## src/rtl/rstseq_pkg.sv

```systemverilog
// Shared types and constants for the reset sequencer: FSM state encoding,
// counter/stage widths, ack blanking length and a saturating-increment helper.
package rstseq_pkg;

   localparam int CNT_W     = 30;
   localparam int ACK_BLANK = 3;
   localparam int STAGE_W   = 3;

   typedef enum logic [2:0] {
      HOLD     = 3'd0,
      RELEASE  = 3'd1,
      WAIT_ACK = 3'd2,
      HOLD_GAP = 3'd3,
      DONE     = 3'd4,
      FAULT    = 3'd5
   } state_t;

   function automatic logic [CNT_W-1:0] sat_inc(input logic [CNT_W-1:0] value);
      logic [CNT_W-1:0] result;
      if (value == {CNT_W{1'b1}}) begin
         result = value;
      end else begin
         result = value + CNT_W'(1);
      end
      return result;
   endfunction

endpackage

```

## src/rtl/sync_2ff.sv

```systemverilog
// Two-flop synchroniser for a bus of independent level signals
// (each bit is synchronised on its own; no bus coherency is implied).
module sync_2ff #(
   parameter int WIDTH = 1
) (
   input  logic             clk_in,
   input  logic             rst,
   input  logic [WIDTH-1:0] async_in,
   output logic [WIDTH-1:0] sync_out
);

   logic [WIDTH-1:0] meta_q;
   logic [WIDTH-1:0] sync_q;

   // Metastability stage followed by the stable output stage.
   always_ff @(posedge clk_in or posedge rst) begin
      if (rst) begin
         meta_q <= {WIDTH{1'b0}};
         sync_q <= {WIDTH{1'b0}};
      end else begin
         meta_q <= async_in;
         sync_q <= meta_q;
      end
   end

   assign sync_out = sync_q;

endmodule

```

## src/rtl/reset_sequencer.sv

```systemverilog
// Releases N_STAGE subsystem resets in order, each after the previous stage acks.
// Optional full-sequence retry on ack timeout is built when RSTSEQ_RETRY_EN is defined.
module reset_sequencer
   import rstseq_pkg::*;
#(
   parameter int               N_STAGE  = 4,
   parameter logic [CNT_W-1:0] HOLD_CYC = 30'd100,
   parameter logic [CNT_W-1:0] TIMEOUT  = 30'd20000
`ifdef RSTSEQ_RETRY_EN
   ,
   parameter int               MAX_RETRY = 2
`endif
) (
   input  logic               clk_in,
   input  logic               rst,
   input  logic [N_STAGE-1:0] stage_ack,
   output logic [N_STAGE-1:0] rst_out,
   output logic               seq_done,
   output logic               seq_err,
   output logic [2:0]         err_stage
);

   localparam logic [STAGE_W-1:0] LAST_K    = STAGE_W'(N_STAGE - 1);
   localparam logic [CNT_W-1:0]   HOLD_END  = HOLD_CYC - 30'd1;
   localparam logic [CNT_W-1:0]   TO_END    = TIMEOUT - 30'd1;
   localparam logic [CNT_W-1:0]   BLANK_END = CNT_W'(ACK_BLANK);
   // The gap is measured from the cycle the ack is seen to the next release edge,
   // so the accept and RELEASE cycles are part of it.
   localparam logic [CNT_W-1:0]   GAP_END   = (HOLD_CYC > 30'd3) ? (HOLD_CYC - 30'd3) : 30'd0;

   state_t               state_q, state_d;
   logic [CNT_W-1:0]     cnt_q, cnt_d;
   logic [STAGE_W-1:0]   k_q, k_d;
   logic [N_STAGE-1:0]   rst_out_q, rst_out_d;
   logic                 seq_done_q, seq_done_d;
   logic                 seq_err_q, seq_err_d;
   logic [2:0]           err_stage_q, err_stage_d;
   logic [N_STAGE-1:0]   ack_sync_s;
   logic [N_STAGE-1:0]   sel_mask_s;
   logic                 ack_sel_s;
   logic                 retry_ok_s;

   sync_2ff #(
      .WIDTH (N_STAGE)
   ) u_ack_sync (
      .clk_in   (clk_in),
      .rst      (rst),
      .async_in (stage_ack),
      .sync_out (ack_sync_s)
   );

   // One-hot mask of the stage currently being released / waited on.
   always_comb begin
      sel_mask_s = {N_STAGE{1'b0}};
      for (int i = 0; i < N_STAGE; i++) begin
         if (k_q == STAGE_W'(i)) begin
            sel_mask_s[i] = 1'b1;
         end else begin
            sel_mask_s[i] = 1'b0;
         end
      end
      ack_sel_s = |(ack_sync_s & sel_mask_s);
   end

`ifdef RSTSEQ_RETRY_EN
   localparam int RETRY_W = (MAX_RETRY < 1) ? 1 : $clog2(MAX_RETRY + 1);

   logic [RETRY_W-1:0] retry_q, retry_d;

   // Retry budget: counts full-sequence restarts since the last rst.
   always_comb begin
      retry_ok_s = (retry_q < RETRY_W'(MAX_RETRY));
      retry_d    = retry_q;
      if ((state_q == WAIT_ACK) && !(ack_sel_s && (cnt_q >= BLANK_END)) &&
          (cnt_q >= TO_END) && retry_ok_s) begin
         retry_d = retry_q + RETRY_W'(1);
      end else begin
         retry_d = retry_q;
      end
   end

   // Retry counter register.
   always_ff @(posedge clk_in or posedge rst) begin
      if (rst) begin
         retry_q <= {RETRY_W{1'b0}};
      end else begin
         retry_q <= retry_d;
      end
   end
`else
   assign retry_ok_s = 1'b0;
`endif

   // Next-state and next-output logic for the release sequence.
   always_comb begin
      state_d     = state_q;
      cnt_d       = sat_inc(cnt_q);
      k_d         = k_q;
      rst_out_d   = rst_out_q;
      seq_done_d  = seq_done_q;
      seq_err_d   = seq_err_q;
      err_stage_d = err_stage_q;
      case (state_q)
         HOLD: begin
            if (cnt_q >= HOLD_END) begin
               state_d = RELEASE;
               cnt_d   = {CNT_W{1'b0}};
               k_d     = {STAGE_W{1'b0}};
            end else begin
               state_d = HOLD;
            end
         end
         RELEASE: begin
            rst_out_d = rst_out_q & ~sel_mask_s;
            cnt_d     = {CNT_W{1'b0}};
            state_d   = WAIT_ACK;
         end
         WAIT_ACK: begin
            // Ack is checked before the timeout so a last-cycle ack is accepted.
            if (ack_sel_s && (cnt_q >= BLANK_END)) begin
               cnt_d = {CNT_W{1'b0}};
               if (k_q == LAST_K) begin
                  state_d    = DONE;
                  seq_done_d = 1'b1;
               end else begin
                  state_d = HOLD_GAP;
               end
            end else if (cnt_q >= TO_END) begin
               if (retry_ok_s) begin
                  state_d   = HOLD;
                  cnt_d     = {CNT_W{1'b0}};
                  k_d       = {STAGE_W{1'b0}};
                  rst_out_d = {N_STAGE{1'b1}};
               end else begin
                  state_d     = FAULT;
                  cnt_d       = cnt_q;
                  seq_err_d   = 1'b1;
                  err_stage_d = k_q;
               end
            end else begin
               state_d = WAIT_ACK;
            end
         end
         HOLD_GAP: begin
            if (cnt_q >= GAP_END) begin
               state_d = RELEASE;
               cnt_d   = {CNT_W{1'b0}};
               k_d     = k_q + 3'd1;
            end else begin
               state_d = HOLD_GAP;
            end
         end
         DONE: begin
            cnt_d = cnt_q;
         end
         FAULT: begin
            cnt_d = cnt_q;
         end
         default: begin
            state_d     = HOLD;
            cnt_d       = {CNT_W{1'b0}};
            k_d         = {STAGE_W{1'b0}};
            rst_out_d   = {N_STAGE{1'b1}};
            seq_done_d  = 1'b0;
            seq_err_d   = 1'b0;
            err_stage_d = 3'd0;
         end
      endcase
   end

   // State, counter and output registers; reset asserts all stage resets at once.
   always_ff @(posedge clk_in or posedge rst) begin
      if (rst) begin
         state_q     <= HOLD;
         cnt_q       <= {CNT_W{1'b0}};
         k_q         <= {STAGE_W{1'b0}};
         rst_out_q   <= {N_STAGE{1'b1}};
         seq_done_q  <= 1'b0;
         seq_err_q   <= 1'b0;
         err_stage_q <= 3'd0;
      end else begin
         state_q     <= state_d;
         cnt_q       <= cnt_d;
         k_q         <= k_d;
         rst_out_q   <= rst_out_d;
         seq_done_q  <= seq_done_d;
         seq_err_q   <= seq_err_d;
         err_stage_q <= err_stage_d;
      end
   end

   assign rst_out   = rst_out_q;
   assign seq_done  = seq_done_q;
   assign seq_err   = seq_err_q;
   assign err_stage = err_stage_q;

endmodule
```

## config.mk

```make
export PLATFORM = sky130hd
export DESIGN_NAME = reset_sequencer
export DESIGN_NICKNAME = d
export VERILOG_FILES = /design/src/rtl/rstseq_pkg.sv /design/src/rtl/sync_2ff.sv /design/src/rtl/reset_sequencer.sv
export SDC_FILE = /design/constraint.sdc
export NUM_CORES = 1
export LEC_CHECK = 0
export ABC_AREA = 1
export BUFFER_PORTS_ARGS = -buffer_cell sky130_fd_sc_hd__buf_2
export CAP_MARGIN = 10
export CORE_MARGIN = 5
export CORE_UTILIZATION = 35
export CTS_CLUSTER_SIZE = 8
export DETAILED_ROUTE_END_ITERATION = 8
export PLACE_DENSITY = 0.56
export RECOVER_POWER = 50
export SYNTH_ARGS = -nofsm -noshare
export SYNTH_HDL_FRONTEND = slang
export SYNTH_HIERARCHICAL = 1
export SYNTH_SLANG_ARGS = --single-unit
```

## constraint.sdc

```tcl
create_clock -name clk_in -period 2.52 [get_ports clk_in]
set_input_delay 0 -clock clk_in [delete_from_list [all_inputs] [get_ports clk_in]]
set_output_delay 0 -clock clk_in [all_outputs]
set_load 0.02 [all_outputs]
```

### Yosys cells after proc, flatten, opt, wreduce, memory -nomap -nowiden

Index checks and enable logic that the tools add are counted.

| storage, ports and cells | value |
|---|---|
| register bits after elaboration | 53 |
| input port bits | 6 |
| output and inout bits | 9 |
| logic and storage cells | 78 |

| operators by class | value |
|---|---|
| add/subtract/negate cells | 2 |
| $lt $le $gt $ge | 4 |
| equality and inequality tests | 16 |
| mux-type cells | 29 |
| bitwise operators | 6 |
| reduce and logical (&&, ||, !) cells | 12 |

Operators by type and width:

| kind | count |
|---|---|
| $mux W30 | 5 |
| $pmux W30 S4 | 1 |
| $ge A30 B7 Y1 const B | 2 |
| $add A30 B1 Y30 const B | 1 |
| $eq A30 B30 Y1 const B | 1 |
| $ge A30 B15 Y1 const B | 1 |
| $ge A30 B2 Y1 const B | 1 |
| $mux W3 | 7 |
| $pmux W3 S5 | 1 |
| $eq A3 B2 Y1 const B | 4 |
| $ne A2 B2 Y1 const B | 6 |
| $reduce_or A5 Y1 | 2 |
| $mux W1 | 9 |
| $pmux W3 S3 | 1 |
| $reduce_and A3 Y1 | 3 |
| $and A4 B4 Y4 | 2 |
| $pmux W4 S2 | 1 |
| $reduce_or A4 Y1 | 2 |
| $eq A3 B1 Y1 const B | 2 |
| $eq A3 B3 Y1 const B | 2 |
| $logic_not A3 Y1 | 2 |
| $pmux W3 S2 | 1 |
| $not A4 Y4 | 1 |
| $pmux W1 S2 | 2 |
| 7 further kinds | 9 |

### Depth between registers and ports, before layout

| logic depth | value |
|---|---|
| depth in word-level cells | 7 |
| depth in mapped cells | 13 |
| gate-level depth less buffers | 13 |

### Modules after synthesis

Netlist, hierarchy kept.

Modules (own cells, without submodules):

| module | instances | cells an instance | area an instance (sq um) | seq. area each (sq um) |
|---|---|---|---|---|
| reset_sequencer | 1 | 401 | 2875.3 | 1131.1 |
| sync_2ff | 1 | 9 | 203.9 | 200.2 |

### Least setup slack after synthesis

Ideal clock, no wire load.

| timing path | value |
|---|---|
| path type | register to register |
| start point | reg cnt_q[0] |
| end point | reg cnt_q[15] |
| setup time | 0.068 ns |
| arrival | 1.764 ns |
| required time | 2.452 ns |
| path slack | 0.688 ns |
| cell stages (with the launch flop) | 12 |
| buffers on the path | 1 |
| period minus slack after synthesis | 1.832 ns |
| cell sequence | dfrtp_1 ha_1 nor2_1 nand2_1 nor2_1 nand2_2 o21ai_4 nand3_4 nand2_4 inv_4 buf_12 nor2_4 |

| on the way | value |
|---|---|
| word-level cells in the longest chain between the ends | 5 |
| elaborated cells on any way between the ends | 15 |
| classes of those cells | add/sub: 1; order compare: 4; eq/ne: 2; mux: 6; reduce/logical: 2 |

RTL lines:

| element | RTL line | RTL |
|---|---|---|
| start, declared | reset_sequencer.sv:32 | `logic [CNT_W-1:0] cnt_q, cnt_d;` |
| start signal, assigned | reset_sequencer.sv:175 | `cnt_q <= {CNT_W{1'b0}};` |
| start signal, assigned | reset_sequencer.sv:183 | `cnt_q <= cnt_d;` |
| $add A30 B1 Y30 / $eq A30 B30 Y1 (equally long branches) | rstseq_pkg.sv:23, rstseq_pkg.sv:20 |  |
| $mux W30 | rstseq_pkg.sv:20 | `if (value == {CNT_W{1'b1}}) begin` |
| $mux W30 | reset_sequencer.sv:128 | `end else if (cnt_q >= TO_END) begin` |
| $mux W30 | reset_sequencer.sv:120 | `if (ack_sel_s && (cnt_q >= BLANK_END)) begin` |
| $pmux W30 S4 | reset_sequencer.sv:103 | `case (state_q)` |

Several ways; a longest one is shown, not always the timed one. The select of a mux whose other input is x is not followed.
A chain may end at the register's enable or synchronous reset.

### Final worst setup path

| timing path | value |
|---|---|
| start point | reg cnt_q[0] |
| end point | reg cnt_q[0] |

The elaborated chain is that of the path after synthesis.

==> metrics.log <==
[metrics] relative contribution of sequential cells to total power: 57.8%
[metrics] detailed route wirelength on metal2: 3080 µm
[metrics] number of post-CTS setup repair buffers: 0
[metrics] DIE HEIGHT: between 100 and 150 µm
[metrics] unrepaired setup endpoints after global routing: no
[metrics] effective utilization at floorplan: 35.7%
[metrics] post-synth net total: 424
[metrics] final period demand of the worst path: between 2 and 2.5 ns
[metrics] Cells after Synth: 410
[metrics] Switching Share: 21.3%
[metrics] Overall Power: 1.48 mW
[metrics] number of buffers inserted by hold repair at cts: 5
[metrics] number of antenna violations at the first check in global routing: 0
[metrics] Post-Route Utilization: 39.3%
[metrics] Clock Power Share: 39.9%
[metrics] Worst path slowest cell: sky130_fd_sc_hd__dfrtp_1
[metrics] drc violations: 0
[metrics] register area share after synthesis: 43.2%
[metrics] global placer's final weighted congestion: 0.898
[metrics] post-detailed-route wirelength per cell: 12.1 µm
[metrics] clk root buf: sky130_fd_sc_hd__clkbuf_8
[metrics] full die area: 10800 µm²
[metrics] most frequent cells after synthesis: sky130_fd_sc_hd__nand2_1, sky130_fd_sc_hd__nor2_1, sky130_fd_sc_hd__dfrtp_1
[metrics] wire length of the first global-routing pass: around 12000 µm
[metrics] main area contributors after synthesis: sky130_fd_sc_hd__dfrtp_1, sky130_fd_sc_hd__nand2_1, sky130_fd_sc_hd__nor2_1
[metrics] net switching power of the design: 0.316 mW
[metrics] total length of routed wires: 6520 µm
[metrics] Comb power frac: 2.3%
[metrics] max-cap violations: 1
[metrics] total of cells resized after clock tree synthesis: 0
[metrics] remaining global-route overflow: 0
[metrics] CTS tree: built
[metrics] worst setup slack after placement: around 0.36 ns
[metrics] layout cell share with drive strength beyond 1: around a tenth
[metrics] peak supply drop: 0.325 mV
[metrics] arrival time of data at the critical path endpoint: 2.35 ns
[metrics] endpoints failing hold: 0
[metrics] 1st-pass router iterations: 4
[metrics] largest net degree at the start of global routing: 46
[metrics] critical path endpoint category: register
[metrics] ports placed on the boundary: 15
[metrics] remaining antenna violation count: 0
[metrics] Pleak: approximately 1.6 nW
[metrics] die outline width: 104 µm
[metrics] final design instance area without fill: between 3000 and 4000 µm²
[metrics] post-synth top area share: 39.8%
[metrics] share of flip-flops with an asynchronous set or reset after synthesis: 100%
[metrics] critical path data required time: 2.72 ns
[metrics] power density relative to cell area: 437 nW/µm²
[metrics] flop and latch count out of synthesis: 53
[metrics] Yosys warning total: 6
[metrics] number of enable flip-flop cells after synthesis: 0
[metrics] Mapped Area: 3080 µm²
[metrics] Setup Skew: 0.00975 ns
[metrics] cell area after placement: 3240 µm²
[metrics] type of the setup path with the least slack: reg2reg
[metrics] post-route setup slack: roughly 0.38 ns
[metrics] library cell with the highest instance count after synthesis: sky130_fd_sc_hd__nand2_1
[metrics] source-to-sink clock delay at the later pin of the worst-skew pair: 0.31 ns
[metrics] net total in the final layout: 445
[metrics] routed length on met1: 3130 µm
[metrics] final setup violation count: 0
[metrics] initial drt markers: 112
[metrics] average instance area after synthesis: 7.51 µm²
[metrics] Vias per Instance: ~4.7
[metrics] violated checks: max-capacitance violations, max-slew violations
[metrics] number of buffers created by CTS: 5
[metrics] Port-buffer cells: 14
[metrics] post-route insts no fill: 540
[metrics] vias in the first global route: ~2500
[metrics] largest fanout on the critical path: 24
[metrics] max-slew violation count: between 40 and 50
[metrics] placeable core region: 8640 µm²
[metrics] run status: finished with violations
[metrics] via count: between 2000 and 3000
[metrics] final worst path period share: 85.0%
[metrics] Detail Route met3 WL: 200 µm
[metrics] count of standard-cell rows: 34
[metrics] setup total negative slack: 0 ns
[metrics] most area-hungry cell type in the Yosys netlist: sky130_fd_sc_hd__dfrtp_1
[metrics] DP Cell Count: 527
[metrics] synth unique cells: 30
[metrics] worst hold path class: in2async
[metrics] worst-case hold slack: 0.156 ns
[metrics] critical path startpoint category: register
[metrics] area grow syn2layout: 10.2%
[metrics] CTS H-tree lvls: 2
[metrics] Top cell by count, worst path: sky130_fd_sc_hd__nand2_1
[metrics] Max Root-Sink Buffers: 2
[metrics] CP max stage delay: 0.45 ns
[metrics] Overall Global Routing Usage: between 10% and 20%
[metrics] Cell Chain, Critical Path: ha_1 > nor2_1 > nand2_1 > nor2_1 > nand2_2 > o21ai_4 > nand3_4 > nand2_4 > inv_4 > nand2_1 > nand2_1
[metrics] Worst Max-Slew Pin Slew: 1.68 ns
[metrics] Sinks on Clock Net: 53
[metrics] Relative slew margins: -12.3%
[metrics] clock transition time at the flip-flop clock pins of the worst setup and hold paths: 0.10 ns
[metrics] Inserted Diodes: 0
[metrics] cell internal pwr: 1.17 mW
[metrics] top achievable clock speed: 467 MHz
[metrics] half-perimeter wire length after detailed placement: 4770 µm
[metrics] top layer reached by signal wires: met4
[metrics] top_reg_cell synth: sky130_fd_sc_hd__dfrtp_1
-- critical path, delay by kind of cell (launching register included) --
kind,cells,cell delay [ns]
simple gates,8,0.93
fa+ha+maj,1,0.28
compound gates,1,0.18
flops,1,0.45
buf+inv,1,0.20
-- worst paths after layout --
check                                      from                endpoint  slack (ns)  cells after the start
max in group asynchronous                   rst               cnt_q[11]        0.78                      3
min                                         rst    u_ack_sync/meta_q[3]        0.16                      3
max                                    cnt_q[0]                cnt_q[0]        0.38                     11
max reg2reg                            cnt_q[0]                cnt_q[0]        0.38                     11
min in group clk_in                stage_ack[3]    u_ack_sync/meta_q[3]        0.32                      2
min reg2reg                u_ack_sync/meta_q[1]  u_ack_sync/sync_out[1]        0.36                      0
-- placed cells by master (no fill, tap or decap), drive strengths merged, types with 8 or more instances in the layout --
cell / Yosys / final
nor2: 71 / 71
clkbuf: 3 / 16
o21ai: 31 / 31
nand2: 125 / 125
dfrtp: 49 / 49
ha: 8 / 8
nand3: 37 / 37
nand4: 12 / 12
inv: 49 / 50
-- layout make-up --
cell class | count | area (µm²)
Fill cell | 884 | 5240
Timing Repair Buffer | 22 | 130
Clock buffer | 6 | 72.6
Tap cell | 108 | 135
Inverter | 50 | 190
Clock inverter | 2 | 38.8
Sequential cell | 53 | 1330
Multi-Input combinational cell | 299 | 1490
-- sequential cells by signal, summed over array words and instances, names as in the netlist --
name and cells:
k_q 3, state_q 3, err_stage 3, u_ack_sync/sync_out 4
seq_err 1, u_ack_sync/meta_q 4, cnt_q 30, rst_out 4
seq_done 1
-- logic make-up (layout without fill, tap and decap cells) --
family	after synthesis	count (layout)	synth area share, %
AOI/OAI and AO/OA	35	35	6.34
xor gates and xnor gates	8	8	2.28
adders and majority gates	8	8	3.25
buffers and inverters	58	80	8.25
DFF	53	53	43.2
and+or+nand+nor	248	248	36.7
-- power by group through the flow --
stage	registers [mW]	logic [mW]	clock network [mW]
floorplan	0.874	0.0184	0
global placement	0.875	0.0305	0
detailed placement	0.875	0.0310	0
CTS	0.858	0.0368	0.614
global route	0.859	0.0405	0.641
finish	0.858	0.0343	0.591
-- layer usage --
| layer | GRT usage [%] | vias to the layer above |
|---|---|---|
| met3 | 2.49 | 11 |
| met1 | 16.9 | 1190 |
| li1 | - | 1326 |
| met4 | 3.89 | 0 |
| met2 | 21.2 | 37 |
| met5 | 0 | - |
Power figures use the tool's default switching activity.
